$ cat src/rtl/result_framer.sv
// Result framer: serialises one 8-byte result frame (sync, type, job, 2x2 matrix, checksum)
// into a byte-wide UART transmitter using a tx_enable / tx_busy handshake.
module result_framer #(
    parameter int GAP_CYCLES  = 16,
    parameter int ACK_TIMEOUT = 1023
) (
    input  logic       clk,
    input  logic       rst_n,
    input  logic       start,
    input  logic [7:0] job_id,
    input  logic [7:0] c11,
    input  logic [7:0] c12,
    input  logic [7:0] c21,
    input  logic [7:0] c22,
    input  logic       tx_busy,
    output logic [7:0] tx_byte,
    output logic       tx_enable,
    output logic       busy,
    output logic       done,
    output logic       err
);

    localparam int CNT_MAX = (ACK_TIMEOUT > GAP_CYCLES) ? ACK_TIMEOUT : GAP_CYCLES;
    localparam int CNT_W   = (CNT_MAX < 2) ? 1 : $clog2(CNT_MAX + 1);

    localparam logic [CNT_W:0] GAP_LAST = (CNT_W + 1)'(GAP_CYCLES);
    localparam logic [CNT_W:0] ACK_LAST = (CNT_W + 1)'(ACK_TIMEOUT);
    localparam logic [CNT_W:0] CNT_ONE  = (CNT_W + 1)'(1);

    typedef enum logic [2:0] {
        IDLE,
        ISSUE,
        WAIT_ACK,
        WAIT_DONE,
        GAP,
        DONE
    } state_t;

    state_t           state_q;
    logic [2:0]       idx_q;
    logic [CNT_W-1:0] cnt_q;
    logic [7:0]       data_q [5];
    logic [7:0]       chk_q;
    logic [7:0]       tx_byte_q;
    logic             tx_enable_q;
    logic             busy_q;
    logic             done_q;
    logic             err_q;

    logic [7:0]       data_in [5];
    logic [7:0]       frame_w [8];
    logic [7:0]       chk_d;
    logic [7:0]       frame_byte_d;
    logic [CNT_W:0]   cnt_inc;

    assign data_in[0] = job_id;
    assign data_in[1] = c11;
    assign data_in[2] = c12;
    assign data_in[3] = c21;
    assign data_in[4] = c22;

    // Checksum is taken from the live inputs so it is latched together with the payload.
    assign chk_d = job_id + c11 + c12 + c21 + c22;

    assign frame_w[0] = 8'hFF;
    assign frame_w[1] = 8'h02;
    assign frame_w[7] = chk_q;

    generate
        for (genvar gi = 0; gi < 5; gi++) begin : g_payload
            assign frame_w[gi + 2] = data_q[gi];
        end
    endgenerate

    always_comb begin
        frame_byte_d = frame_w[idx_q];
    end

    assign cnt_inc = {1'b0, cnt_q} + CNT_ONE;

    always_ff @(posedge clk or negedge rst_n) begin
        if (!rst_n) begin
            state_q     <= IDLE;
            idx_q       <= 3'd0;
            cnt_q       <= '0;
            chk_q       <= 8'h00;
            tx_byte_q   <= 8'h00;
            tx_enable_q <= 1'b0;
            busy_q      <= 1'b0;
            done_q      <= 1'b0;
            err_q       <= 1'b0;
            for (int k = 0; k < 5; k++) begin
                data_q[k] <= 8'h00;
            end
        end else begin
            tx_enable_q <= 1'b0;
            done_q      <= 1'b0;
            err_q       <= 1'b0;
            case (state_q)
                IDLE: begin
                    if (start) begin
                        for (int k = 0; k < 5; k++) begin
                            data_q[k] <= data_in[k];
                        end
                        chk_q   <= chk_d;
                        idx_q   <= 3'd0;
                        cnt_q   <= '0;
                        busy_q  <= 1'b1;
                        state_q <= ISSUE;
                    end
                end
                ISSUE: begin
                    if (!tx_busy) begin
                        tx_byte_q   <= frame_byte_d;
                        tx_enable_q <= 1'b1;
                        cnt_q       <= '0;
                        state_q     <= WAIT_ACK;
                    end
                end
                WAIT_ACK: begin
                    if (tx_busy) begin
                        cnt_q   <= '0;
                        state_q <= WAIT_DONE;
                    end else if (cnt_inc == ACK_LAST) begin
                        // Transmitter never acknowledged: drop the frame.
                        cnt_q   <= '0;
                        err_q   <= 1'b1;
                        busy_q  <= 1'b0;
                        state_q <= IDLE;
                    end else begin
                        cnt_q <= cnt_inc[CNT_W-1:0];
                    end
                end
                WAIT_DONE: begin
                    if (!tx_busy) begin
                        cnt_q <= '0;
                        idx_q <= idx_q + 3'd1;
                        if (idx_q == 3'd7) begin
                            done_q  <= 1'b1;
                            state_q <= DONE;
                        end else if (GAP_CYCLES == 0) begin
                            state_q <= ISSUE;
                        end else begin
                            state_q <= GAP;
                        end
                    end
                end
                GAP: begin
                    if (cnt_inc == GAP_LAST) begin
                        cnt_q   <= '0;
                        state_q <= ISSUE;
                    end else begin
                        cnt_q <= cnt_inc[CNT_W-1:0];
                    end
                end
                DONE: begin
                    busy_q  <= 1'b0;
                    cnt_q   <= '0;
                    state_q <= IDLE;
                end
                default: begin
                    busy_q  <= 1'b0;
                    state_q <= IDLE;
                end
            endcase
        end
    end

    assign tx_byte   = tx_byte_q;
    assign tx_enable = tx_enable_q;
    assign busy      = busy_q;
    assign done      = done_q;
    assign err       = err_q;

endmodule

$ cat config.mk
export PLATFORM = sky130hd
export DESIGN_NAME = result_framer
export DESIGN_NICKNAME = d
export VERILOG_FILES = /design/src/rtl/result_framer.sv
export SDC_FILE = /design/constraint.sdc
export NUM_CORES = 1
export LEC_CHECK = 0
export CORE_ASPECT_RATIO = 1.4
export CORE_MARGIN = 4
export CORE_UTILIZATION = 53
export DETAILED_ROUTE_END_ITERATION = 10
export PLACE_DENSITY = 0.86
export SLEW_MARGIN = 20
export SYNTH_ARGS = -nofsm -noshare
export SYNTH_HDL_FRONTEND = slang
export SYNTH_SLANG_ARGS = --single-unit
$ cat constraint.sdc
create_clock -name clk -period 3.45 [get_ports clk]
set_clock_uncertainty 0.1 [all_clocks]
set_input_delay 1.035 -clock clk [delete_from_list [all_inputs] [get_ports clk]]
set_output_delay 1.035 -clock clk [all_outputs]
set_load 0.02 [all_outputs]
## Yosys cells after proc, flatten, opt, wreduce, memory -nomap -nowiden

Index checks and enable logic that the tools add are counted.

- Mux-type cells: 32
- Add/subtract/negate cells: 6
- Equal/unequal tests: 16
- Magnitude comparators: 1
- Reduce and logical (&&, ||, !) cells: 11
- Bitwise operators: 3

Operator list:

| cell | count |
|---|---|
| $mux 10 | 5 |
| $pmux 10 s5 | 1 |
| $add 8x8->8 | 4 |
| $bmux 8 s3 | 1 |
| $mux 3 | 8 |
| $mux 8 | 2 |
| $pmux 3 s5 | 1 |
| $ne 2x2->1 const B | 7 |
| $mux 1 | 12 |
| $add 10x1->11 const B | 1 |
| $eq 11x10->1 const B | 1 |
| $eq 11x5->1 const B | 1 |
| $eq 3x3->1 const B | 3 |
| $eq 3x2->1 const B | 2 |
| $pmux 3 s2 | 1 |
| $reduce_and 3->1 | 2 |
| $reduce_and 5->1 | 1 |
| $reduce_bool 5->1 | 1 |
| $ge 4x4->1 const B | 1 |
| $not 3->4 | 1 |
| $reduce_and 2->1 | 2 |
| $reduce_and 4->1 | 1 |
| $add 3x1->3 const B | 1 |
| $eq 3x1->1 const B | 1 |
| other kinds (7) | 8 |

- Input bits: 44
- Register bits: 76
- Word-level logic and storage cells: 83

## Logic depth before layout (Yosys ltp)

- Word-level depth: 5
- Mapped depth: 14

## Worst setup path after synthesis

Ideal clock, no wire load.

- Kind: input -> register
- From: input port job_id[1]
- To: register chk_q[7]
- Required time: 3215 ps
- Data arrival time: 4092 ps
- Setup slack: -877 ps
- Buffers on the path: 0
- Cell stages on the path: 13
- Cells stage by stage: inv_1 fa_1 fa_1 fa_1 inv_1 ha_1 fa_1 a21o_1 a21o_1 a21o_1 a21oi_1 xnor2_1 o21ai_0

- Word-level cells in the longest chain between the ends: 4

RTL lines:

| item | line | RTL |
|---|---|---|
| start: declaration | 10 | `input logic [7:0] job_id,` |
| $add 8x8->8 (4 in series) | 63 | `assign chk_d = job_id + c11 + c12 + c21 + c22;` |
| end signal: assignment | 105 | `chk_q <= chk_d;` |
| end: declaration | 43 | `logic [7:0] chk_q;` |

Every way passes these cells.
A chain may end at the register's enable or synchronous reset.

## Worst setup path in the final report

- From: input port job_id[2]
- To: register chk_q[7]

Same word-level chain as after synthesis.

==> impl_metrics.json <==
{
  "ys_ff_latch": 76,
  "synth-edff-count": 0,
  "die_area_mm2": 0.0102,
  "crit_family": "adder cells",
  "grt_remaining_overflow": 0,
  "num_rows": 39,
  "grt_first_pass_wirelength_um": 18300,
  "insertion_delay_ns": 0.34,
  "cts-buffers-inserted": 9,
  "layout_setup_ws_ns": -0.620,
  "syn-cell-area_mm2": 0.00456,
  "cp_slowest_cell": "fa_1",
  "setup_tns_ns": -2.19,
  "grt_util_all_layers_pct": 23.0,
  "slew_headroom_pct": 48.4,
  "power.density_mw_per_mm2": 816,
  "critPathLaunchType": "primary input",
  "cts_sinks": 76,
  "syn_inst": 493,
  "synth_cell_type_count": 57,
  "place_area_mm2": 0.00531,
  "hpwlAfterDp_um": 7440,
  "yosysTopAreaCellShare_pct": 41.7,
  "cts_root_buf": "clkbuf_16",
  "cp_cell_sequence": "buf_8 -> inv_8 -> fa_1 -> inv_2 -> fa_1 -> inv_2 -> fa_1 -> inv_2 -> fa_2 -> a21o_1 -> a21o_1 -> a21o_1 -> a21oi_2 -> xnor2_1 -> o21ai_1",
  "fin_crit_ns": 4.07,
  "die_w_um": 86.4,
  "async_reset_ff_share_pct": 100,
  "fp.coreArea_mm2": 0.00830,
  "ctsHoldBuffers": 0,
  "tightest_slew_ns": 0.775,
  "path_buf_inv": 5,
  "htree_levels": 3,
  "synth_warnings": 0,
  "path_class": "primary input to flip-flop",
  "synth_top_area_cell": "dfrtp_1",
  "violations": "setup timing",
  "p_int_mw": 2.92,
  "leakage_nw": 2.80,
  "antenna_left": 0,
  "first_iter_violations": 299,
  "synth.area.top_cells": "dfrtp_1, nand2_1, fa_1, o21ai_0, inv_1",
  "cts_tree": "done",
  "routed-via-count": 3725,
  "path_clk_slew_ns": 0.06,
  "end_kind": "flip-flop",
  "cts_buffer_depth": 2,
  "avgSynthCellArea_um2": 9.25,
  "numPortBuffers": 55,
  "fin_nets": 634,
  "initial_core_util_pct": 55.0,
  "pwr-share-comb_pct": 43.2,
  "wire_per_inst_um": 16.8,
  "peakVddDrop_mv": 0.526,
  "antenna_found_initial": 0,
  "p_clk_share_pct": 23.5,
  "finalSetupViolations": 5,
  "seq_area_frac_synth_pct": 41.7,
  "synth_top_flop_cell": "dfrtp_1",
  "insertedDiodeCount": 0,
  "drive_gt1_share_pct": 17.1,
  "drv_slew": 0,
  "max_stage_delay_ns": 0.56,
  "syn-num-nets": 569,
  "hold_violations": 0,
  "clock.fmax_mhz": 246,
  "critPathMaxFanout": 2,
  "area_growth_pct": 25.6,
  "p_switching_mw": 1.75,
  "rsz0062_at_grt": "yes",
  "dr.pass1.iters": 5,
  "cp.required_ns": 3.57,
  "fin_area_mm2": 0.00573,
  "whs_ns": 0.374,
  "viasPerCell": 5.60,
  "wirelength_um": 11200,
  "swShare_pct": 37.4,
  "p_seq_share_pct": 33.3,
  "outcome": "finished with violations",
  "maxCapViolations": 0,
  "grt_pass1_vias": 3907,
  "hold_class": "flip-flop to flip-flop",
  "fin_crit_sh_pct": 118,
  "ioPinCount": 56,
  "grt_max_degree": 78,
  "cp.arrival_ns": 4.19,
  "drc": 0,
  "die_y_um": 118,
  "place_congestion": 0.827
}
[layout by cell type (no fill, tap or decap), types with 3 or more instances in the layout]
master             n
ha_4               3
ha_1               8
fa_1              18
nor3_1             5
o21ai_1            3
inv_2             17
clkbuf_16          9
buf_2              4
buf_4             22
a21o_1             9
inv_1             33
mux4_2             8
nor2_1            16
a21oi_1           10
xnor2_1           10
dfrtp_1           76
o21ai_0           45
bufinv_16          3
nand2b_1           3
nand3_1            7
nand2_1          132
dlygate4sd2_1      4
mux2i_1            9
clkdlybuf4s50_1   40
[stage by stage]
stage,setup slack (ns),power [mW],instances,util [%]
final,-0.620,4.67,665,69.0
after global placement,-1.30,3.28,644,64.0
after floorplan,-0.634,2.75,493,-
after global routing,-0.655,4.96,665,69.0
after detailed placement,-1.35,3.41,644,64.0
after CTS,-0.642,4.59,663,68.7
[cells in the mapped netlist (all sizes together), types with 2 or more instances]
library cell    n
a32o            2
nand2         133
a21o           10
a21oi          12
o21a            2
and3b           2
o22ai           2
nand3b          2
nor2           16
nor3            5
nand3           7
dfrtp          76
fa             20
xnor2          12
buf             8
ha             12
o21ai          48
mux2            2
and3            3
mux2i           9
clkbuf         17
or3             2
xor2            3
inv            52
nand4b          2
nand4           2
nand2b          3
mux4            8
and2            5
a211o           2
[routing by layer]
| metal | global-route usage (%) | vias up | share of wire [%] |
|---|---|---|---|
| met1 | 27.3 | 1797 | 37 |
| met3 | 5.32 | 42 | 6.4 |
| met4 | 9.84 | 0 | 3.0 |
| li1 | - | 1734 | - |
| met2 | 39.3 | 152 | 53 |
| met5 | 0 | - | 0 |
[worst paths after layout]
kind,slack [ns],to,from,cells past startpoint
worst min-delay path,0.37,data_q[21],data_q[21],2
max in group asynchronous,1.93,cnt_q[1],rst_n,2
min in group asynchronous,0.63,idx_q[1],rst_n,1
worst min register to register,0.37,data_q[21],data_q[21],2
worst max-delay path,-0.62,chk_q[7],job_id[2],15
worst max register to register,0.84,cnt_q[6],cnt_q[0],8
[kinds of logic (layout without fill, tap and decap cells)]
logic type	Yosys count	count (layout)	share of synthesized area, %
AOI/OAI and AO/OA	85	85	11.1
buffers and inverters	77	147	7.11
adders and majority gates	32	32	12.1
muxes	19	19	6.50
xor gates and xnor gates	15	15	3.05
DFF	76	76	41.7
and+or+nand+nor	189	189	18.5
[final cells by class]
class                   instances  area (um2)
inverters                      52         205
clock inverters                 6         113
fillers                       602        2570
well taps                     102         128
flip-flops and latches         76        1900
multi-input cells             340        2400
repair buffers                 79         747
clock buffers                  10         229
[power by group through the flow]
stage | Combinational (mW) | Sequential [mW] | Clock [mW]
after floorplan | 1.26 | 1.48 | 0
after global placement | 1.76 | 1.53 | 0
after detailed placement | 1.85 | 1.56 | 0
after CTS | 1.94 | 1.55 | 1.10
after global routing | 2.21 | 1.60 | 1.14
final | 2.02 | 1.56 | 1.10
[tightest hold or removal path, cell delays in order, from the launching register on]
cell	delay (ns)
dfrtp_1	0.34
nand2_1	0.05
nand2_1	0.06
[repair_timing]
action | CTS | global route
setup endpoints to repair | 6 | 6
resized for setup | 48 | 11
buffers inserted | 3 | 2
pin swaps | 18 | 20
[sequential cells by signal, summed over array words and instances (netlist names)]
name / cells
busy: 1
chk_q: 8
cnt_q: 10
data_q: 40
done: 1
err: 1
idx_q: 3
state_q: 3
tx_byte: 8
tx_enable: 1
(Power assumes the default switching activity.)
